File: config.mk
export PLATFORM = sky130hd
export DESIGN_NAME = fp_add_arbiter
export DESIGN_NICKNAME = d
export VERILOG_FILES = /design/src/rtl/fp_add_arbiter.sv
export SDC_FILE = /design/constraint.sdc
export NUM_CORES = 1
export LEC_CHECK = 0
export ABC_CLOCK_PERIOD_IN_PS = 3930
export BUFFER_PORTS_ARGS = -buffer_cell sky130_fd_sc_hd__clkbuf_2
export CORE_AREA = 2 2 158 160
export CTS_BUF_LIST = sky130_fd_sc_hd__clkbuf_8
export DETAILED_ROUTE_END_ITERATION = 6
export DIE_AREA = 0 0 160 162
export PLACE_DENSITY = 0.53
export SLEW_MARGIN = 10
export SYNTH_ARGS = -nofsm -noshare
export SYNTH_HDL_FRONTEND = slang
export SYNTH_SLANG_ARGS = --single-unit
File: constraint.sdc
create_clock -name clkIn -period 3.93 [get_ports clkIn]
set_input_delay 0.5895 -clock clkIn [delete_from_list [all_inputs] [get_ports clkIn]]
set_output_delay 0.5895 -clock clkIn [all_outputs]
set_load 0.05 [all_outputs]
File: src/rtl/fp_add_arbiter.sv
// fp_add_arbiter: round-robin front end that shares one pipelined float adder
// among NUM_REQ requesters, tagging each issue with its requester ID so the
// result can be steered back to the lane that asked for it.
module fp_add_arbiter #(
    parameter int NUM_REQ     = 4,
    parameter int ADD_LATENCY = 4
) (
    input  logic                  clkIn,
    input  logic                  rstIn,
    input  logic [NUM_REQ-1:0]    reqValidIn,
    input  logic [32*NUM_REQ-1:0] reqDataAIn,
    input  logic [32*NUM_REQ-1:0] reqDataBIn,
    output logic [NUM_REQ-1:0]    reqReadyOut,
    output logic [31:0]           addDataAOut,
    output logic [31:0]           addDataBOut,
    output logic                  addValidOut,
    input  logic [31:0]           addDataIn,
    input  logic                  addValidIn,
    output logic [31:0]           rspDataOut,
    output logic [NUM_REQ-1:0]    rspValidOut,
    output logic                  busyOut,
    output logic                  errorOut
);

    localparam int ID_W = (NUM_REQ > 1) ? $clog2(NUM_REQ) : 1;

    logic [ID_W-1:0]        rr_ptr_q, rr_ptr_d;
    logic                   add_valid_q, add_valid_d;
    logic [31:0]            add_data_a_q, add_data_a_d;
    logic [31:0]            add_data_b_q, add_data_b_d;
    logic [ID_W-1:0]        issue_id_q, issue_id_d;
    logic [ADD_LATENCY-1:0] tag_valid_q, tag_valid_d;
    logic [ID_W-1:0]        tag_id_q [ADD_LATENCY];
    logic [ID_W-1:0]        tag_id_d [ADD_LATENCY];
    logic [31:0]            rsp_data_q, rsp_data_d;
    logic [NUM_REQ-1:0]     rsp_valid_q, rsp_valid_d;
    logic                   error_q, error_d;

    logic [NUM_REQ-1:0]     grant_vec;
    logic [ID_W-1:0]        grant_id;
    logic                   transfer;
    logic                   tail_valid;
    logic [ID_W-1:0]        tail_id;

    // Search upward from the pointer with wrap; first valid requester wins, nobody during reset.
    always_comb begin
        int  idx;
        logic found;
        grant_vec = '0;
        grant_id  = '0;
        found     = 1'b0;
        for (int k = 0; k < NUM_REQ; k++) begin
            idx = int'(rr_ptr_q) + k;
            if (idx >= NUM_REQ) idx = idx - NUM_REQ;
            if (!found && reqValidIn[idx]) begin
                found          = 1'b1;
                grant_vec[idx] = 1'b1;
                grant_id       = ID_W'(idx);
            end
        end
        if (!rstIn) begin
            grant_vec = '0;
            grant_id  = '0;
        end
    end

    assign reqReadyOut = grant_vec;
    assign transfer    = |(grant_vec & reqValidIn);
    assign tail_valid  = tag_valid_q[ADD_LATENCY-1];
    assign tail_id     = tag_id_q[ADD_LATENCY-1];

    // Next state: pointer advance, issue register, tag shift, response steering and sticky error.
    always_comb begin
        rr_ptr_d     = rr_ptr_q;
        add_valid_d  = transfer;
        add_data_a_d = add_data_a_q;
        add_data_b_d = add_data_b_q;
        issue_id_d   = issue_id_q;
        if (transfer) begin
            rr_ptr_d   = (int'(grant_id) == NUM_REQ - 1) ? '0 : grant_id + ID_W'(1);
            issue_id_d = grant_id;
            for (int i = 0; i < NUM_REQ; i++) begin
                if (grant_vec[i]) begin
                    add_data_a_d = reqDataAIn[32*i +: 32];
                    add_data_b_d = reqDataBIn[32*i +: 32];
                end
            end
        end

        tag_valid_d[0] = add_valid_q;
        tag_id_d[0]    = issue_id_q;
        for (int s = 1; s < ADD_LATENCY; s++) begin
            tag_valid_d[s] = tag_valid_q[s-1];
            tag_id_d[s]    = tag_id_q[s-1];
        end

        rsp_valid_d = '0;
        rsp_data_d  = rsp_data_q;
        if (addValidIn && tail_valid) begin
            rsp_data_d = addDataIn;
            for (int i = 0; i < NUM_REQ; i++) begin
                rsp_valid_d[i] = (tail_id == ID_W'(i));
            end
        end

        error_d = error_q | (addValidIn != tail_valid);
    end

    // State registers with synchronous active-low reset; in-flight tags are dropped on reset.
    always_ff @(posedge clkIn) begin
        if (!rstIn) begin
            rr_ptr_q     <= '0;
            add_valid_q  <= 1'b0;
            add_data_a_q <= '0;
            add_data_b_q <= '0;
            issue_id_q   <= '0;
            tag_valid_q  <= '0;
            for (int s = 0; s < ADD_LATENCY; s++) tag_id_q[s] <= '0;
            rsp_data_q   <= '0;
            rsp_valid_q  <= '0;
            error_q      <= 1'b0;
        end else begin
            rr_ptr_q     <= rr_ptr_d;
            add_valid_q  <= add_valid_d;
            add_data_a_q <= add_data_a_d;
            add_data_b_q <= add_data_b_d;
            issue_id_q   <= issue_id_d;
            tag_valid_q  <= tag_valid_d;
            for (int s = 0; s < ADD_LATENCY; s++) tag_id_q[s] <= tag_id_d[s];
            rsp_data_q   <= rsp_data_d;
            rsp_valid_q  <= rsp_valid_d;
            error_q      <= error_d;
        end
    end

    assign addValidOut = add_valid_q;
    assign addDataAOut = add_data_a_q;
    assign addDataBOut = add_data_b_q;
    assign rspDataOut  = rsp_data_q;
    assign rspValidOut = rsp_valid_q;
    assign errorOut    = error_q;
    assign busyOut     = add_valid_q | (|tag_valid_q) | (|rsp_valid_q);

endmodule

Yosys cells after proc, flatten, opt, wreduce, memory -nomap -nowiden
Memory sizes are Yosys's and may differ from the RTL's.
Cells that the tools add are included.
- add/subtract/negate cells: 8
- multipliers: 0
- divide/modulo/power cells: 0
- order comparisons: 12
- equal/unequal tests: 5
- shift operators: 0
- mux-type cells: 52
- bitwise logic cells: 11
- reduce and logical (&&, ||, !) cells: 18
- operators by type and width (kind ; count):
    2-to-1 mux 32 bit ; 12
    greater-or-equal comparator 32 x 1 -> 1 bit, second input constant ; 4
    < comparator 32 x 4 -> 1 bit, second input constant ; 4
    2-to-1 mux 2 bit ; 10
    2-to-1 mux 4 bit ; 5
    2-to-1 mux 1 bit ; 17
    bitwise OR 4 bit ; 3
    OR reduction 4 bit ; 3
    subtractor 3 x 3 -> 4 bit, second input constant ; 3
    greater-or-equal comparator 3 bit, second input constant ; 3
    binary-select mux 1 bit (select 2 bit) ; 4
    demux 1 bit (select 2 bit) ; 4
    logical AND 1 bit ; 8
    bitwise OR 1 bit ; 7
    adder 2 x 2 -> 3 bit, second input constant ; 2
    AND 4 bit ; 1
    equality test 2 x 1 -> 1 bit, second input constant ; 2
    equality test 2 bit, second input constant ; 2
    AND reduction 2 bit ; 2
    nonzero test 4 bit ; 1
    subtractor 2 x 3 -> 4 bit, second input constant ; 1
    adder 2 x 1 -> 3 bit, second input constant ; 1
    greater-or-equal comparator 2 x 3 -> 1 bit, second input constant ; 1
    logical NOT 1 bit ; 3
    other kinds (3) ; 3
- register bits: 110
- latch bits: 0
- memory bits (writable): 8
- ROM bits: 0
- input port bits: 295
- output and inout port bits: 107
- logic and storage cells: 116
- memories kept: 1
- memory list (memory ; words ; width ; rd ports ; clocked after Yosys merged registers in ; wr ports ; line ; RTL):
    tag_id_q ; 4 ; 2 ; 4 ; 0 ; 4 ; 33 ; logic [ID_W-1:0] tag_id_q [ADD_LATENCY];

Logic depth before layout (Yosys ltp)
Gate-level depths: netlist of the first run.
- depth in word-level cells: 20
- mapped depth: 15
- depth with buffers taken out: 10

Worst setup path after synthesis of the first run
Ideal clock, no wire load.
- path kind: flip-flop to output port
- start point: register rr_ptr_q[0]
- end point: output port reqReadyOut[0]
- arrival: 2.930 ns
- setup slack: 0.411 ns
- cell stages (with the launch flop): 10
- cell sequence: dfxtp_1 buf_6 buf_2 inv_1 ha_1 mux4_2 or3b_1 a22oi_2 a21oi_1 nor2_1
- word-level cells in the longest chain between the ends: 16
- ends and longest elaborated chain (what ; line ; RTL):
    start, declared ; 27 ; logic [ID_W-1:0] rr_ptr_q, rr_ptr_d;
    start signal, assigned ; 123 ; rr_ptr_q <= rr_ptr_d;
    branches (longest 14 deep; another with greater-or-equal comparator 32 x 1 -> 1 bit) ; -- ;
    2-to-1 mux 4 bit * ; 55 ; if (!found && reqValidIn[idx]) begin
    2-to-1 mux 4 bit * ; 61 ; if (!rstIn) begin
    end, declared ; 13 ; output logic [NUM_REQ-1:0] reqReadyOut,
Every way passes the cells marked *. The select of a mux whose other input is x is not followed.

Worst setup path in the final report of the first run
- start point: register rr_ptr_q[1]
- end point: output port reqReadyOut[1]
The elaborated chain is that of the path after synthesis.

==> flow_metrics.py, run 1 <==
metrics = {
    "status": {
        "status": "completed",
    },
    "power_and_ir_drop": {
        "netSwitchingPower_w": 0.00383,
        "p_leak_nw": 4.06,
        "internal-power_w": 0.00350,
        "ir_worst_vdd_uv": 393,
        "power_per_cell_area_nw_per_um2": 779,
        "power_frac_comb": 0.601,
        "power.share.sequential": 0.241,
        "swShare": 0.522,
        "totalPowerFinal_w": 0.00733,
        "clock_power_share": 0.158,
    },
    "clocking": {
        "cts.hold.buffers_added": 0,
        "cts-htree-levels": 4,
        "post_cts.resized_instances": 1,
        "root_buffer_cell": "sky130_fd_sc_hd__clkbuf_8",
        "cts.path.max_buffers": 2,
        "cts-buffers-inserted": 17,
        "clk-insertion-delay-late_ns": 0.43,
        "clock_tree_from_tritoncts": "done",
        "worst_setup_hold_path_clk_slew_ns": 0.08,
        "post-cts-setup-buffers": 0,
        "number_of_sinks_on_the_clock_net": 118,
    },
    "timing": {
        "setup_tns_ns": 0,
        "final_critical_path_share_of_the_clock_period": 0.931,
        "fmax_ghz": 0.273,
        "worst_clock_skew_ns": 0.0103,
        "grt_setup_unrepaired": "false",
        "timing_worst_slew_pin_value_ns": 1.01,
        "timing.final.crit_period_ns": 3.66,
        "worst_slew_margin_rel": 0.328,
        "timing_max_transition_violations_final": 0,
        "final_report_hold_violation_count": 0,
        "setup-violations-final": 0,
    },
    "synth": {
        "synth_enable_flop_cells": 0,
        "avgSynthCellArea_um2": 8.62,
        "synth-xor-area-share": 0.00130,
        "yosys-top-cells-count": "sky130_fd_sc_hd__dfxtp_1, sky130_fd_sc_hd__and2_1, sky130_fd_sc_hd__nand2_1",
        "synth_nets": 1081,
        "post-synth-top-area-fraction": 0.351,
        "share_of_synthesized_cell_area_in_and_or_nand_and_nor_gates": 0.240,
        "synthTopCellsByArea": "sky130_fd_sc_hd__dfxtp_1, sky130_fd_sc_hd__and2_1, sky130_fd_sc_hd__o32ai_1",
        "largest_family_of_logic_cells_by_synthesized_area": "compound AO/OA/AOI/OAI gates",
        "synthesis.area_um2": 6730,
        "synth_cell_types": 55,
        "yosys_warnings": 0,
        "asyncSetResetFlopFracSynth": 0,
        "dominantRegCellSynth": "sky130_fd_sc_hd__dfxtp_1",
        "synthMostInstantiatedCell": "sky130_fd_sc_hd__dfxtp_1",
        "synthCells": 781,
        "post_synth_mux_area_share": 0.0641,
        "synth_sequential_area_ratio": 0.351,
        "register_bit_count_reported_by_yosys": 118,
        "synth_compound_area_frac": 0.272,
        "synth_adder_area_share": 0.00930,
        "synthDominantAreaCellType": "sky130_fd_sc_hd__dfxtp_1",
    },
    "die": {
        "core_region_area_um2": 24100,
        "i_o_pin_count": 402,
        "start_util": 0.279,
        "placementRows": 57,
        "die_h_um": 162,
        "area_of_the_die_um2": 25900,
        "die_width_um": 160,
    },
    "placed_design": {
        "numPortBuffers": 401,
        "dp_hpwl_mm": 20.0,
        "place.gp.congestion": 0.838,
    },
    "routing": {
        "drtIter0Drc": 369,
        "wl_mm": 27.6,
        "detail-route-antenna-nets": 0,
        "num_vias": 7337,
        "avgRoutedWirePerCell_um": 18.6,
        "post_drt_via_cell_ratio": 4.95,
        "drt_pass1_iterations": 5,
        "dr_drc_count": 0,
    },
    "worst_setup_path": {
        "critical_path.slowest_cell": "sky130_fd_sc_hd__mux4_2",
        "crit_path_max_incr_delay_ns": 0.60,
        "highest_net_fanout_along_the_worst_path": 14,
        "worst_r2r_path_depth": 10,
        "critical_path_class": "flop to primary output",
        "cp.required_ns": 3.34,
        "critical_path.startpoint_type": "flop",
        "cp-end-kind": "primary output",
        "crit_path_arrival_time_ns": 3.07,
        "crit_path_start": "rr_ptr_q[1]",
        "rr_startpoint": "rr_ptr_q[1]",
        "crit_chain": "inv_1 > ha_4 > mux4_2 > or4_1 > nand3_1 > o41ai_2 > inv_2 > clkbuf_2",
    },
    "grt": {
        "global_route.usage.total": 0.207,
        "grt_remaining_overflow": 0,
        "global_route_wire_length_before_repair_mm": 41.7,
        "pin_count_of_the_biggest_net_entering_global_routing": 65,
        "grt_antenna_before_repair": 6,
        "grt_pass1_vias": 7348,
    },
    "min_path": {
        "hold_crit_start": "addDataIn[15]",
        "timing.hold.worst_path_depth": 3,
        "min-delay-path-class": "input port to flop",
    },
    "final_layout": {
        "area_growth_syn_to_layout_pct": 39.9,
        "fin_util": 0.391,
        "post_route_cells_drive_above_1_share": 0.436,
        "fin_nets": 1439,
    },
    "flow_run": {
        "drv.max_cap_violation_count": 0,
    },
}
==> flip-flops by register name (all words and copies together) (netlist names), 2 cells and up <==
name / count
addDataAOut: 32
addDataBOut: 32
rspDataOut: 32
tag_id_q: 8
rspValidOut: 4
tag_valid_q: 4
issue_id_q: 2
rr_ptr_q: 2
==> cell type report <==
type,instances,area (um2)
inverter,11,41.3
clock inverter,14,150
multi-input combinational,572,3980
antenna,7,17.5
sequential,118,2360
timing repair buffer,419,2210
tap,324,405
fill,2532,14700
clock buffer,18,248
==> metrics by stage <==
step	hold slack (ns)	worst slack [ns]	std cells	area (um2)
final	0.388	0.273	1483	9420
after global routing	0.358	0.105	1482	9410
after CTS	0.347	0.0637	1476	9390
after detailed placement	0.419	0.285	1444	8990
after global placement	0.413	0.267	1444	8990
after floorplan	0.412	0.411	781	6730
==> final timing paths <==
| check | end | slack (ns) |
|---|---|---|
| setup / recovery | reqReadyOut[1] | 0.27 |
| hold reg to reg | tag_id_q[0][4] | 0.44 |
| setup reg to reg | addDataBOut[14] | 0.51 |
| hold / removal | rspDataOut[15] | 0.39 |
==> critical path: cells and delay by family (launching register included) <==
family                     cells  cell delay [ns]
DFF                            1             0.33
adders and majority gates      1             0.38
muxes                          1             0.60
and+or+nand+nor                2             0.66
AOI/OAI and AO/OA              1             0.11
buffers and inverters          3             0.54
==> power by group through the flow <==
| stage | combinational [W] | clock [W] | sequential [W] |
|---|---|---|---|
| floorplan | 0.00207 | 0 | 0.00296 |
| global placement | 0.00442 | 0 | 0.00179 |
| detailed placement | 0.00442 | 0 | 0.00178 |
| CTS | 0.00444 | 0.00120 | 0.00177 |
| global route | 0.00471 | 0.00125 | 0.00181 |
| finish | 0.00441 | 0.00116 | 0.00177 |
==> kinds of logic after synthesis <==
logic type      count (synthesis)
compound gates                226
xor+xnor                        1
fa+ha+maj                       5
buf+inv                        91
flops                         118
mux                            39
simple gates                  301
==> metal layers <==
layer,share of wire,track usage,vias to the layer above
met2,0.49,0.354,315
met5,0,0,-
li1,-,-,3615
met1,0.40,0.235,3361
met3,0.084,0.0710,46
met4,0.031,0.0921,0
==> placed cells by master, fill, tap and decap left out, types with 3 or more instances in the layout <==
cell type,count
sky130_fd_sc_hd__or3_1,65
sky130_fd_sc_hd__o32ai_2,16
sky130_fd_sc_hd__nand2_1,77
sky130_fd_sc_hd__mux2i_1,33
sky130_fd_sc_hd__dfxtp_1,118
sky130_fd_sc_hd__o21ai_1,40
sky130_fd_sc_hd__o21ai_0,30
sky130_fd_sc_hd__o32ai_1,48
sky130_fd_sc_hd__inv_1,9
sky130_fd_sc_hd__mux2_2,3
sky130_fd_sc_hd__a211oi_2,17
sky130_fd_sc_hd__nand4_1,3
sky130_fd_sc_hd__nor3b_1,9
sky130_fd_sc_hd__a211oi_1,49
sky130_fd_sc_hd__nand2b_1,3
sky130_fd_sc_hd__clkinvlp_4,3
sky130_fd_sc_hd__buf_12,5
sky130_fd_sc_hd__clkinv_4,3
sky130_fd_sc_hd__mux4_2,3
sky130_fd_sc_hd__ha_1,3
sky130_fd_sc_hd__buf_4,15
sky130_fd_sc_hd__nor2_1,41
sky130_fd_sc_hd__clkbuf_8,18
sky130_fd_sc_hd__nand3_1,5
sky130_fd_sc_hd__clkinv_2,3
sky130_fd_sc_hd__and2_1,78
sky130_fd_sc_hd__inv_6,3
sky130_fd_sc_hd__diode_2,7
sky130_fd_sc_hd__nor3_1,4
sky130_fd_sc_hd__a22oi_1,3
sky130_fd_sc_hd__a21oi_1,10
sky130_fd_sc_hd__clkbuf_2,399
Note: power is estimated with default switching activity, not from simulation.
==> inputs of run 2 (changes only) <==
--- a/config.mk
+++ b/config.mk
@@ -11,7 +11,7 @@
 export CTS_BUF_LIST = sky130_fd_sc_hd__clkbuf_8
 export DETAILED_ROUTE_END_ITERATION = 6
 export DIE_AREA = 0 0 160 162
-export PLACE_DENSITY = 0.53
+export GPL_TIMING_DRIVEN = 0
 export SLEW_MARGIN = 10
 export SYNTH_ARGS = -nofsm -noshare
 export SYNTH_HDL_FRONTEND = slang
==> run 2 against run 1 <==
Against the previous run:
- sequential share of layout area down 0.83 points
- first-iteration DRC count up 30%
- total power is 3.2% higher
- count of clock-buffer cells in the layout decreased by 1
- worst setup slack worse by 0.14 ns
- maximum frequency down 3.7%
- critical endpoint is now reqReadyOut[2]
- largest cell class unchanged
==> flow_metrics.py, run 2 (synthesis gave the netlist of run 1 again) <==
metrics = {
    "grt": {
        "grt_antenna_before_repair": 5,
        "pin_count_of_the_biggest_net_entering_global_routing": 17,
        "grt_pass1_vias": 7713,
        "global_route.usage.total": 0.218,
        "grt_remaining_overflow": 0,
        "global_route_wire_length_before_repair_mm": 43.5,
    },
    "die": {
        "core_region_area_um2": 24100,
        "die_h_um": 162,
        "die_width_um": 160,
        "i_o_pin_count": 402,
        "placementRows": 57,
        "start_util": 0.279,
        "area_of_the_die_um2": 25900,
    },
    "worst_setup_path": {
        "r2r_slack_ns": 0.21,
        "cp-end-kind": "primary output",
        "worst_r2r_path_depth": 13,
        "worst_r2r_endpoint": "addDataAOut[3]",
        "critical_path_class": "flop to primary output",
        "cp.required_ns": 3.34,
        "rr_startpoint": "rr_ptr_q[0]",
        "crit_path_arrival_time_ns": 3.21,
        "critical_path.startpoint_type": "flop",
        "crit_path_start": "rr_ptr_q[1]",
        "highest_net_fanout_along_the_worst_path": 10,
    },
    "routing": {
        "detail-route-antenna-nets": 0,
        "wl_mm": 29.4,
        "drtIter0Drc": 478,
        "num_vias": 7770,
        "drt_pass1_iterations": 5,
        "dr_drc_count": 0,
        "post_drt_via_cell_ratio": 5.00,
        "avgRoutedWirePerCell_um": 18.9,
    },
    "timing": {
        "final_critical_path_share_of_the_clock_period": 0.966,
        "worst_clock_skew_ns": 0.0136,
        "fmax_ghz": 0.263,
        "timing_worst_slew_pin_value_ns": 0.832,
        "setup-violations-final": 0,
        "final_report_hold_violation_count": 0,
        "timing_max_transition_violations_final": 0,
        "hold-worst-slack_ns": 0.385,
        "grt_setup_unrepaired": "false",
        "worst_slew_margin_rel": 0.445,
        "timing.final.crit_period_ns": 3.80,
    },
    "placed_design": {
        "place.gp.congestion": 0.899,
        "numPortBuffers": 401,
        "dp_hpwl_mm": 22.6,
    },
    "clocking": {
        "number_of_sinks_on_the_clock_net": 118,
        "cts-buffers-inserted": 17,
        "clk-insertion-delay-late_ns": 0.45,
        "cts.hold.buffers_added": 0,
        "worst_setup_hold_path_clk_slew_ns": 0.08,
        "cts-htree-levels": 4,
        "cts.path.max_buffers": 2,
        "root_buffer_cell": "sky130_fd_sc_hd__clkbuf_8",
        "clock_tree_from_tritoncts": "done",
    },
    "min_path": {
        "min-delay-path-class": "input port to flop",
        "holdPathEnd": "rspDataOut[11]",
        "timing.hold.worst_path_depth": 3,
        "hold_crit_start": "addDataIn[11]",
    },
    "power_and_ir_drop": {
        "ir_worst_vdd_uv": 458,
        "p_leak_nw": 4.24,
        "power_per_cell_area_nw_per_um2": 777,
        "totalPowerFinal_w": 0.00757,
    },
    "status": {
        "status": "completed",
    },
    "final_layout": {
        "fill_cells": 2530,
        "post_route_cells_drive_above_1_share": 0.439,
        "final_cell_mix": "sky130_fd_sc_hd__clkbuf_2, sky130_fd_sc_hd__dfxtp_1, sky130_fd_sc_hd__and2_1",
        "area_growth_syn_to_layout_pct": 44.9,
        "fin_nets": 1513,
        "final_common_cell": "sky130_fd_sc_hd__clkbuf_2",
    },
    "flow_run": {
        "drv.max_cap_violation_count": 0,
    },
}
-- run 2: layout make-up --
type	instances	area (um2)	area share
clock inverter	15	146	0.0150
multi-input combinational	572	4000	0.410
buffer	80	429	0.0440
clock buffer	17	234	0.0240
tap	324	405	0.0416
antenna	4	10.0	0.00103
inverter	11	48.8	0.00501
timing repair buffer	413	2110	0.216
sequential	118	2360	0.243
-- run 2: worst max path at each step --
stage	depth (start not counted)	endpoint	slack, ns
floorplan	9	reqReadyOut[0]	0.41
global placement	12	addDataBOut[11]	-0.58
detailed placement	12	addDataAOut[22]	-0.60
CTS	11	reqReadyOut[1]	0.006
global route	13	reqReadyOut[1]	0.01
finish	10	reqReadyOut[2]	0.13
-- run 2: where the power goes --
part           leakage, nW  internal, W  switching [W]
Sequential           0.966      0.00157       0.000213
Combinational         3.09      0.00149        0.00318
Clock                0.181     0.000515       0.000595
-- run 2: per-layer routing --
metal	routed length, um	vias up	global-route usage
met5	13	-	0
met4	722	2	0.0782
met3	2050	44	0.0569
met2	14700	357	0.388
met1	11800	3608	0.253
li1	-	3759	-
-- run 2: metrics by stage --
step           cell area, um2  cells  setup WS [ns]  setup TNS (ns)  utilization
3_5_place_dp             9140   1506         -0.599          -32.06        0.379
4_1_cts                  9630   1542        0.00594               0        0.400
2_1_floorplan            6730    781          0.411               0            -
6_report                 9750   1554          0.132               0        0.404
5_1_grt                  9750   1554         0.0120               0        0.404
3_3_place_gp             9140   1506         -0.581          -31.13        0.379
-- run 2: timing repair --
item / 4_1_cts / 5_1_grt
pin swaps: 2 / 3
endpoints found under the setup margin: 68 / 63
resized for setup: 22 / 34
buffers inserted: 4 / 8
-- run 2: worst max-delay path: stages (launching register included) --
cell and delay [ns]:
sky130_fd_sc_hd__dfxtp_2 0.40, sky130_fd_sc_hd__buf_6 0.16, sky130_fd_sc_hd__clkinvlp_4 0.14, sky130_fd_sc_hd__ha_4 0.29, sky130_fd_sc_hd__mux4_2 0.41, sky130_fd_sc_hd__nor3b_1 0.07
sky130_fd_sc_hd__or4_4 0.55, sky130_fd_sc_hd__a32oi_4 0.26, sky130_fd_sc_hd__clkbuf_8 0.23, sky130_fd_sc_hd__inv_1 0.04, sky130_fd_sc_hd__buf_2 0.20
==> inputs of run 3 (changes only) <==
--- a/config.mk
+++ b/config.mk
@@ -12,6 +12,7 @@
 export DETAILED_ROUTE_END_ITERATION = 6
 export DIE_AREA = 0 0 160 162
 export GPL_TIMING_DRIVEN = 0
+export PLACE_DENSITY = 0.59
 export SLEW_MARGIN = 10
 export SYNTH_ARGS = -nofsm -noshare
 export SYNTH_HDL_FRONTEND = slang
==> run 3 against run 2 <==
Against the previous run:
- sequential power about the same
- sequential share of layout area is essentially flat
- critical path type unchanged
- clock power grew 14%
- die area unchanged
- critical endpoint unchanged
- total power increased by 1.4%
- wire length up 0.84%
==> flow_metrics.py, run 3 (synthesis gave the netlist of run 1 again) <==
metrics = {
    "timing": {
        "worst_clock_skew_ns": 0.0159,
        "final_critical_path_share_of_the_clock_period": 0.967,
        "setup-violations-final": 0,
        "final_report_hold_violation_count": 0,
        "grt_setup_unrepaired": "false",
        "finalWorstSetupSlack_ns": 0.129,
        "worst_slew_margin_rel": 0.476,
        "timing.final.crit_period_ns": 3.80,
        "timing_max_transition_violations_final": 0,
        "hold-worst-slack_ns": 0.387,
        "timing_worst_slew_pin_value_ns": 0.786,
        "setup_tns_ns": 0,
        "fmax_ghz": 0.263,
    },
    "clocking": {
        "cts.path.max_buffers": 2,
        "number_of_sinks_on_the_clock_net": 118,
        "cts.hold.buffers_added": 0,
        "root_buffer_cell": "sky130_fd_sc_hd__clkbuf_8",
        "clock_tree_from_tritoncts": "done",
        "cts-htree-levels": 4,
        "clk-insertion-delay-late_ns": 0.45,
        "worst_setup_hold_path_clk_slew_ns": 0.08,
        "cts-buffers-inserted": 17,
    },
    "final_layout": {
        "stdcell_area_um2": 9760,
        "fill_cells": 2566,
        "area_growth_syn_to_layout_pct": 45.1,
        "post_route_cells_drive_above_1_share": 0.434,
        "fin_nets": 1509,
        "final_cell_mix": "sky130_fd_sc_hd__clkbuf_2, sky130_fd_sc_hd__dfxtp_1, sky130_fd_sc_hd__and2_1",
        "final_common_cell": "sky130_fd_sc_hd__clkbuf_2",
    },
    "grt": {
        "global_route_wire_length_before_repair_mm": 44.3,
        "grt_remaining_overflow": 0,
        "global_route.usage.total": 0.222,
        "grt_pass1_vias": 7832,
        "grt_antenna_before_repair": 3,
        "pin_count_of_the_biggest_net_entering_global_routing": 17,
    },
    "die": {
        "placementRows": 57,
        "die_h_um": 162,
        "die_width_um": 160,
        "area_of_the_die_um2": 25900,
        "start_util": 0.279,
        "core_region_area_um2": 24100,
        "i_o_pin_count": 402,
    },
    "routing": {
        "post_drt_via_cell_ratio": 5.05,
        "drt_pass1_iterations": 7,
        "dr_drc_count": 0,
        "wl_mm": 29.6,
        "detail-route-antenna-nets": 0,
        "num_vias": 7821,
        "avgRoutedWirePerCell_um": 19.1,
        "drtIter0Drc": 389,
    },
    "worst_setup_path": {
        "cp.required_ns": 3.34,
        "crit_path_arrival_time_ns": 3.21,
        "cp-end-kind": "primary output",
        "critical_path_class": "flop to primary output",
        "highest_net_fanout_along_the_worst_path": 10,
        "critical_path.startpoint_type": "flop",
    },
    "power_and_ir_drop": {
        "totalPowerFinal_w": 0.00768,
        "power_per_cell_area_nw_per_um2": 787,
        "p_leak_nw": 4.24,
        "ir_worst_vdd_uv": 495,
    },
    "flow_run": {
        "drv.max_cap_violation_count": 0,
    },
    "placed_design": {
        "dpl_ws_ns": -0.654,
        "dpl_cell_area_um2": 9140,
        "dp_hpwl_mm": 22.7,
        "numPortBuffers": 401,
        "place.gp.congestion": 0.933,
    },
    "status": {
        "status": "completed",
    },
    "min_path": {
        "min-delay-path-class": "input port to flop",
    },
}
## run 3: changes by cell type in the layout (fill, tap and decap cells not counted), sizes merged
cell      before  now
buf           42   35
bufinv         1    4
clkbuf       468  471
clkinv         1    5
clkinvlp       7    5
diode          4    3
inv           17   12
## run 3: area by class of cell
class	count	area, um2	area share
Antenna cell	3	7.51	0.000769
Buffer	80	417	0.0427
Clock buffer	17	234	0.0240
Clock inverter	15	204	0.0209
Inverter	11	48.8	0.00500
Multi-Input combinational cell	572	4000	0.410
Sequential cell	118	2370	0.242
Tap cell	324	405	0.0415
Timing Repair Buffer	409	2080	0.213
## run 3: timing repair
action                                 CTS  global route
setup endpoints to repair               68            63
buffers inserted                         6             2
pin swaps                                2             1
cloned                                   0             0
gates resized for setup                 22            21
endpoints found under the hold margin    0             0
## run 3: metrics by stage
stage               utilization  cells
floorplan                     -    781
global placement          0.379   1506
detailed placement        0.379   1506
CTS                       0.403   1544
global route              0.405   1549
finish                    0.405   1549
## run 3: power breakdown
group / internal, W / switching [W]
clock: 0.000695 / 0.000565
combinational: 0.00146 / 0.00317
sequential: 0.00158 / 0.000215
total: 0.00373 / 0.00395
## run 3: worst paths after layout
path                            depth (start not counted)            from         endpoint  slack [ns]
worst max-delay path                                   11     rr_ptr_q[0]   reqReadyOut[2]        0.13
worst min-delay path                                    3   addDataIn[13]   rspDataOut[13]        0.39
worst max register to register                         13     rr_ptr_q[0]  addDataBOut[16]        0.14
worst min register to register                          1  tag_id_q[0][4]   tag_id_q[0][6]        0.43
## run 3: critical path, stage by stage (launching register included)
cell and delay, ns:
sky130_fd_sc_hd__dfxtp_2 0.35, sky130_fd_sc_hd__buf_6 0.10, sky130_fd_sc_hd__buf_6 0.13, sky130_fd_sc_hd__clkinvlp_4 0.12, sky130_fd_sc_hd__ha_4 0.28, sky130_fd_sc_hd__mux4_2 0.43, sky130_fd_sc_hd__nor3b_1 0.07, sky130_fd_sc_hd__or4_4 0.56
sky130_fd_sc_hd__a32oi_4 0.24, sky130_fd_sc_hd__clkbuf_8 0.22, sky130_fd_sc_hd__inv_1 0.04, sky130_fd_sc_hd__clkbuf_2 0.23
## run 3: per-layer routing
metal | global-route usage | vias up | part of all wire
li1 | - | 3735 | -
met4 | 0.0848 | 0 | 0.032
met3 | 0.0562 | 56 | 0.076
met5 | 0 | - | 0
met1 | 0.260 | 3660 | 0.39
met2 | 0.390 | 370 | 0.50
